==> config.mk <==
export PLATFORM = sky130hd
export DESIGN_NAME = serial_addsub
export DESIGN_NICKNAME = d
export VERILOG_FILES = /design/src/rtl/addsub_pkg.sv /design/src/rtl/full_adder_cell.sv /design/src/rtl/serial_addsub.sv
export SDC_FILE = /design/constraint.sdc
export NUM_CORES = 1
export LEC_CHECK = 0
export BUFFER_PORTS_ARGS = -buffer_cell sky130_fd_sc_hd__buf_2
export CAP_MARGIN = 20
export CORE_MARGIN = 2
export CORE_UTILIZATION = 47
export CTS_BUF_LIST = sky130_fd_sc_hd__clkbuf_16
export DETAILED_ROUTE_END_ITERATION = 12
export PLACE_DENSITY = 0.84
export SETUP_SLACK_MARGIN = 0.1
export SLEW_MARGIN = 20
export SYNTH_ARGS = -nofsm -noshare
export SYNTH_HDL_FRONTEND = slang
export SYNTH_HIERARCHICAL = 1
export SYNTH_SLANG_ARGS = --single-unit
==> constraint.sdc <==
create_clock -name clk -period 1.4 [get_ports clk]
set_clock_uncertainty 0.2 [all_clocks]
set_input_delay 0.14 -clock clk [delete_from_list [all_inputs] [get_ports clk]]
set_output_delay 0.14 -clock clk [all_outputs]
set_load 0.01 [all_outputs]
==> src/rtl/addsub_pkg.sv <==
// Shared types and constants for the bit-serial adder/subtractor.
package addsub_pkg;

  typedef enum logic [1:0] {
    IDLE = 2'd0,
    RUN  = 2'd1,
    DONE = 2'd2
  } addsub_state_t;

  localparam logic MODE_ADD = 1'b0;
  localparam logic MODE_SUB = 1'b1;

endpackage

==> src/rtl/full_adder_cell.sv <==
// One-bit full adder: the whole arithmetic datapath of the serial unit.
module full_adder_cell (
  input  logic a,
  input  logic b,
  input  logic cin,
  output logic s,
  output logic cout
);

  assign s    = a ^ b ^ cin;
  assign cout = (a & b) | (cin & (a ^ b));

endmodule

==> src/rtl/serial_addsub.sv <==
// Bit-serial add/subtract, LSB first, one bit per clock, with valid/ready
// handshakes on both the operand and the result side.
module serial_addsub
  import addsub_pkg::*;
#(
  parameter int WIDTH = 4
) (
  input  logic             clk,
  input  logic             rst_n,
  input  logic             in_valid,
  output logic             in_ready,
  input  logic [WIDTH-1:0] a,
  input  logic [WIDTH-1:0] b,
  input  logic             mode,
  output logic             out_valid,
  input  logic             out_ready,
  output logic [WIDTH:0]   out
);

  localparam int CW = $clog2(WIDTH);

  addsub_state_t    state, state_nxt;
  logic [WIDTH-1:0] a_sh, b_sh;
  logic [WIDTH-2:0] res_sh;
  logic [WIDTH-1:0] res_cat;
  logic [CW-1:0]    cnt;
  logic             mode_q, carry;
  logic             sum, cout, last, accept;

  assign in_ready  = (state == IDLE);
  assign out_valid = (state == DONE);
  assign accept    = in_valid & in_ready;
  assign last      = (cnt == CW'(WIDTH - 1));
  // Partial result with the current bit on top; becomes the low WIDTH bits of out.
  assign res_cat   = {sum, res_sh};

  full_adder_cell u_fa (
    .a    (a_sh[0]),
    .b    (b_sh[0]),
    .cin  (carry),
    .s    (sum),
    .cout (cout)
  );

  always_ff @(posedge clk or negedge rst_n) begin
    if (!rst_n) state <= IDLE;
    else        state <= state_nxt;
  end

  always_comb begin
    state_nxt = state;
    case (state)
      IDLE:    if (in_valid)  state_nxt = RUN;
      RUN:     if (last)      state_nxt = DONE;
      DONE:    if (out_ready) state_nxt = IDLE;
      default:                state_nxt = IDLE;
    endcase
  end

  always_ff @(posedge clk or negedge rst_n) begin
    if (!rst_n) begin
      a_sh   <= '0;
      b_sh   <= '0;
      res_sh <= '0;
      mode_q <= MODE_ADD;
      carry  <= 1'b0;
      cnt    <= '0;
      out    <= '0;
    end else if (accept) begin
      // Subtract is a + ~b + 1: invert b here and seed the carry with 1.
      a_sh   <= a;
      b_sh   <= b ^ {WIDTH{mode}};
      mode_q <= mode;
      carry  <= (mode == MODE_SUB);
      cnt    <= '0;
    end else if (state == RUN) begin
      a_sh   <= a_sh >> 1;
      b_sh   <= b_sh >> 1;
      carry  <= cout;
      cnt    <= cnt + CW'(1);
      res_sh <= res_cat[WIDTH-1:1];
      // out only moves on entry to DONE so it holds the last result meanwhile.
      if (last)
        out <= {(mode_q == MODE_ADD) ? cout : ~cout, res_cat};
    end
  end

endmodule
==> results of run 1 <==
worst paths after layout:
| kind | start | to | slack, ns | cells past startpoint |
|---|---|---|---|---|
| worst max-delay path | carry | out[3] | -0.07 | 2 |
| worst min-delay path | mode | carry | 0.02 | 3 |
| worst max register to register | carry | out[3] | -0.07 | 2 |
| worst min register to register | a_sh[2] | a_sh[2] | 0.28 | 2 |
| max in group asynchronous | rst_n | state[1] | 0.47 | 2 |
| min in group asynchronous | rst_n | cnt[0] | 0.18 | 2 |
area by class of cell:
class	instances	area, um2
clock inverter	1	30.0
timing repair buffer	46	352
tap	27	33.8
clock buffer	3	75.1
multi-input combinational	65	522
inverter	1	3.75
fill	130	433
sequential	22	553
registers in the layout (all words and copies together) (netlist names):
register and cells:
out 5, state 2, b_sh 4, a_sh 4, cnt 2, mode_q 1, carry 1, res_sh 3
power by group through the flow:
stage                     logic (uW)  clock network (uW)  registers [uW]
after floorplan                  839                   0            1100
after global placement          1110                   0            1100
after detailed placement        1150                   0            1110
after CTS                       1580                 798            1120
after global routing            1930                 835            1160
final                           1780                 787            1130
metal layers:
layer	wire length, um	track usage	part of all wire	vias to the layer above
met5	0	0	0	-
met1	948	0.213	0.42	387
met2	1180	0.362	0.52	22
met4	27	0.0270	0.012	0
met3	106	0.0625	0.047	4
li1	-	-	-	396
kinds of logic (layout without fill, tap and decap cells):
group,after synthesis,in the layout,synth area share
multiplexers,8,8,0.0855
buffers and inverters,6,51,0.0446
adder cells (fa/ha/maj),2,2,0.0322
AND/OR/NAND/NOR,35,35,0.160
flip-flops,22,22,0.545
XOR/XNOR,5,5,0.0434
AO/OA/AOI/OAI,15,15,0.0892
what timing repair did:
| action | 4_1_cts | 5_1_grt |
|---|---|---|
| pin swaps | 8 | 8 |
| hold buffers | 11 | 0 |
| resized for setup | 21 | 14 |
| endpoints found under the hold margin | 32 | 0 |
| endpoints found under the setup margin | 20 | 23 |
| gates cloned | 1 | 0 |
| buffers inserted | 7 | 2 |
worst min-delay path, cell delays in order:
cell and delay, ns:
buf_2 0.18, a22oi_2 0.07, nand2_1 0.05
metrics by stage:
stage                     setup slack, ns  hold slack, ns
after floorplan                   -0.0235          -0.356
after global placement            -0.0300         -0.0849
after detailed placement          -0.0481         -0.0697
after CTS                         -0.0734          0.0380
after global routing               -0.113          0.0453
final                             -0.0747          0.0191
cells in the final DEF (no fill, tap or decap), drive strengths merged:
cell,count
nand2b,2
nand2,28
nor2b,1
a211oi,1
nor3b,1
inv,1
mux2,5
xnor2,1
nor2,2
dfrtp,22
mux2i,3
nand3b,1
o21ai,9
xor2,4
dlygate4sd3,11
bufinv,1
a22oi,4
buf,35
ha,1
fa,1
o21bai,1
clkbuf,3
==> impl_metrics.yaml, run 1 <==
place:
  gp_congestion: 0.739
  portBuffers: 19
  dpl.hpwl_um: 1270
  dp.cells: 140
  placed_area_um2: 1160
logic_synthesis:
  synthesis.nets: 108
  synth_top_area_cell: "dfrtp_1"
  yosysWarningCount: 6
  ys_seq_elements: 22
  ys.flop_type: "dfrtp_1"
  syn_inst: 93
  netlist_area_um2: 1010
  yosysUniqueCellTypes: 22
  avgSynthCellArea_um2: 10.9
  synth_common_cells: "28 x nand2_1, 22 x dfrtp_1, 7 x o21ai_0"
  synth_area_leaders: "dfrtp_1 55%, nand2_1 10%, mux2_2 5.6%, o21ai_0 3.5%, xor2_1 3.5%"
  yosysTopAreaCellShare: 0.545
  yosysSeqAreaShare: 0.545
  synth-async-reset-ratio: 1.00
  synth_edf_count: 0
  yosysMostFrequentCell: "nand2_1"
clock_network:
  worstSkewPairLatency_ns: 0.26
  clk_pin_slew_ns: 0.06
  cts_sinks: 22
  cts_tree: "yes"
  cts_buffers: 3
  cts_buffer_depth: 2
  cts_max_level: 1
  cts_root_buffer: "clkbuf_16"
critical_path:
  worstSetupEndpointType: "flip-flop"
  worst-path-max-fanout: 2
  path_cells: "fa_2, mux2_2"
  crit_path_top_delay_cell: "fa_2"
  crit_family: "adder cells"
  cpPeakStageDelay_ns: 0.48
  worstSetupPathType: "reg -> reg"
  required_ns: 1.34
  crit_arrival_ns: 1.41
  path_buf_inv: 0
  cp-start-kind: "flip-flop"
die:
  pin_count: 20
  core_um2: 2000
  rows: 16
  die_h_um: 50.4
  die-area_um2: 2540
  initial_utilization: 0.504
  die_x_um: 50.4
sta:
  fmax_mhz: 678
  setup_viol: 13
  fin_tns_setup_ns: -0.451
  min_period_ns: 1.47
  rsz0062_at_grt: "yes"
  worstMarginPinSlew_ns: 0.487
  relSlewSlack: 0.675
  fin_ws_ns: -0.0747
  fin_crit_sh: 1.05
  drv_slew: 0
  hold_viol: 0
cells_and_area:
  nets: 154
  final_util: 0.784
  layout-drive-gt1-share: 0.486
  area.growth.synth_to_final_pct: 55.4
  antenna_cells: 0
  layout.cells.non_filler: 165
  final_cell_area_um2: 1570
routing:
  drc: 0
  route.vias.total: 809
  wl_per_cell_um: 13.7
  dr.first_iter.drc_count: 5
  first_pass_iters: 3
  wirelength_um: 2260
  vias_per_cell: 4.90
  final_antenna_net_count: 0
grt:
  grt_overflow: 0
  grt_pass1_vias: 819
  antenna_found_initial: 0
  track_usage: 0.192
  grt_pass1_wl_um: 3590
  grt_max_degree: 23
pwr:
  internal_power_uw: 2480
  pwr-share-comb: 0.481
  p_leak_uw: 0.000793
  total_power_uw: 3690
  pwr-share-clk: 0.213
  swShare: 0.329
  vdd_drop_max_v: 0.00166
  p_switching_uw: 1220
  powerDensity_nw_per_um2: 2350
  seq_power_share: 0.306
status:
  failed_checks: "setup timing"
  outcome: "finished, violations left"
worst_hold_path:
  holdCritPathClass: "in -> reg"
job:
  maxCapViolCount: 0
Power figures use the tool's default switching activity.
==> inputs of run 2 (changes only) <==
--- a/config.mk
+++ b/config.mk
@@ -12,7 +12,7 @@
 export CTS_BUF_LIST = sky130_fd_sc_hd__clkbuf_16
 export DETAILED_ROUTE_END_ITERATION = 12
 export PLACE_DENSITY = 0.84
-export SETUP_SLACK_MARGIN = 0.1
+export SETUP_SLACK_MARGIN = 0.2
 export SLEW_MARGIN = 20
 export SYNTH_ARGS = -nofsm -noshare
 export SYNTH_HDL_FRONTEND = slang
==> run 2 against run 1 <==
- the run still ends with setup timing left
- setup slack improved by 0.0071 ns
- cell count stayed put
- die area stayed put
- non-clock buffer count is 1 higher
- largest power group unchanged
- critical path depth unchanged
- largest cell class unchanged
- sequential share of layout area fell by 0.28 points
- final area increased by 0.80%
==> impl_metrics.yaml, run 2 (synthesized netlist as in run 1, its figures left out) <==
cells_and_area:
  reg.largest.list: "out x5, a_sh x4, b_sh x4"
  layout-drive-gt1-share: 0.471
  final_cell_area_um2: 1580
  largest_reg_flops: 5
  regMostFlops: "out"
  area.growth.synth_to_final_pct: 56.6
  antenna_cells: 0
  layout_common_cells: "23 x nand2_1, 20 x dfrtp_1, 18 x buf_2"
  final_common_cell: "nand2_1"
  nets: 155
worst_hold_path:
  min_from: "in_valid"
  holdCritPathClass: "in -> reg"
  hold_path_end: "state[0]"
  hold_depth: 3
clock_network:
  clk_pin_slew_ns: 0.06
  cts_max_level: 1
  cts_buffers: 3
  worstSkewPairLatency_ns: 0.25
  cts_sinks: 22
  cts_root_buffer: "clkbuf_16"
  cts_tree: "yes"
  cts_buffer_depth: 2
job:
  maxCapViolCount: 0
routing:
  vias_per_cell: 4.94
  drc: 0
  wirelength_um: 2140
  wl_per_cell_um: 12.9
  final_antenna_net_count: 0
  first_pass_iters: 4
  dr.first_iter.drc_count: 8
  route.vias.total: 815
critical_path:
  path_cells: "fa_2, mux2_2"
  crit_start: "carry"
  rrSetupSlack_ns: -0.07
  crit_arrival_ns: 1.40
  worstSetupEndpointType: "flip-flop"
  crit_path_top_delay_cell: "fa_2"
  required_ns: 1.33
  r2r-start: "carry"
  worst-path-max-fanout: 2
  cpPeakStageDelay_ns: 0.48
  rr_worst_depth: 2
  rr_endpoint: "out[3]"
  cp-start-kind: "flip-flop"
  worstSetupPathType: "reg -> reg"
die:
  rows: 16
  pin_count: 20
  die_h_um: 50.4
  die_x_um: 50.4
  die-area_um2: 2540
  core_um2: 2000
  initial_utilization: 0.504
pwr:
  powerDensity_nw_per_um2: 2280
  p_leak_uw: 0.000793
  vdd_drop_max_v: 0.00126
sta:
  worstMarginPinSlew_ns: 0.483
  fin_ws_ns: -0.0676
  relSlewSlack: 0.678
  hold_viol: 0
  setup_viol: 12
  fin_tns_setup_ns: -0.358
  fin_crit_sh: 1.05
  min_period_ns: 1.47
  drv_slew: 0
  rsz0062_at_grt: "yes"
  fmax_mhz: 681
grt:
  track_usage: 0.197
  antenna_found_initial: 0
  grt_pass1_wl_um: 3640
  grt_max_degree: 23
  grt_pass1_vias: 804
  grt_overflow: 0
place:
  portBuffers: 19
  gp_congestion: 0.785
  dpl.hpwl_um: 1330
  dp_slack_ns: -0.0638
  placed_area_um2: 1170
status:
  failed_checks: "setup timing"
  outcome: "finished, violations left"
==> run 2: cell types whose count changed in the layout (fill, tap and decap cells not counted), moves of 2 or more <==
| cell | previous run | this run |
|---|---|---|
| a22oi_1 | 2 | 4 |
| a22oi_2 | 2 | 0 |
| buf_4 | 9 | 6 |
| buf_6 | 7 | 12 |
| nand2_1 | 21 | 23 |
| nand2_2 | 7 | 5 |
| o21ai_0 | 2 | 0 |
| o21ai_1 | 5 | 8 |
| o21ai_2 | 2 | 0 |
==> run 2: area by class of cell <==
| cell class | count | area, um2 |
|---|---|---|
| sequential | 22 | 553 |
| multi-input combinational | 65 | 526 |
| fill | 120 | 420 |
| timing repair buffer | 47 | 390 |
| clock buffer | 3 | 75.1 |
| tap | 27 | 33.8 |
| inverter | 1 | 3.75 |
==> run 2: worst max path at each step <==
stage	endpoint	cells after the start
2_1_floorplan	out[3]	2
3_3_place_gp	out[3]	2
3_5_place_dp	out[3]	2
4_1_cts	out[3]	2
5_1_grt	a_sh[3]	5
6_report	out[3]	2
==> run 2: timing repair <==
| action | CTS | global route |
|---|---|---|
| buffers inserted | 5 | 5 |
| gates resized for setup | 31 | 9 |
| setup endpoints to repair | 23 | 24 |
| hold buffers | 10 | 0 |
| hold endpoints to repair | 31 | 0 |
| pin swaps | 7 | 3 |
==> run 2: power breakdown <==
group / internal, uW / leakage (uW) / total [uW] / switching [uW]
Combinational: 1100 / 0.000479 / 1870 / 771
Clock: 377 / 0.0000370 / 582 / 206
Sequential: 921 / 0.000277 / 1150 / 233
==> run 2: per-layer routing <==
metal  wire length, um  global-route usage  vias to the layer above  part of all wire
met5                 0                   0                        -                 0
met2              1120               0.325                       23              0.53
met3                87              0.0446                        3             0.041
met1               902               0.257                      388              0.42
li1                  -                   -                      401                 -
met4                25              0.0676                        0             0.012
==> run 2: metrics by stage <==
step                hold slack, ns  instances  utilization  power (uW)
finish                      0.0396        165        0.790        3610
global route                0.0411        165        0.790        3890
CTS                        0.00357        160        0.749        3390
detailed placement         -0.0755        142        0.587        2330
global placement           -0.0803        142        0.587        2260
floorplan                   -0.356         93            -        1940
==> run 2: critical path, delay by kind of cell, from the launching register on <==
kind / cells / cell delay [ns]
muxes: 1 / 0.28
adders and majority gates: 1 / 0.48
DFF: 1 / 0.39
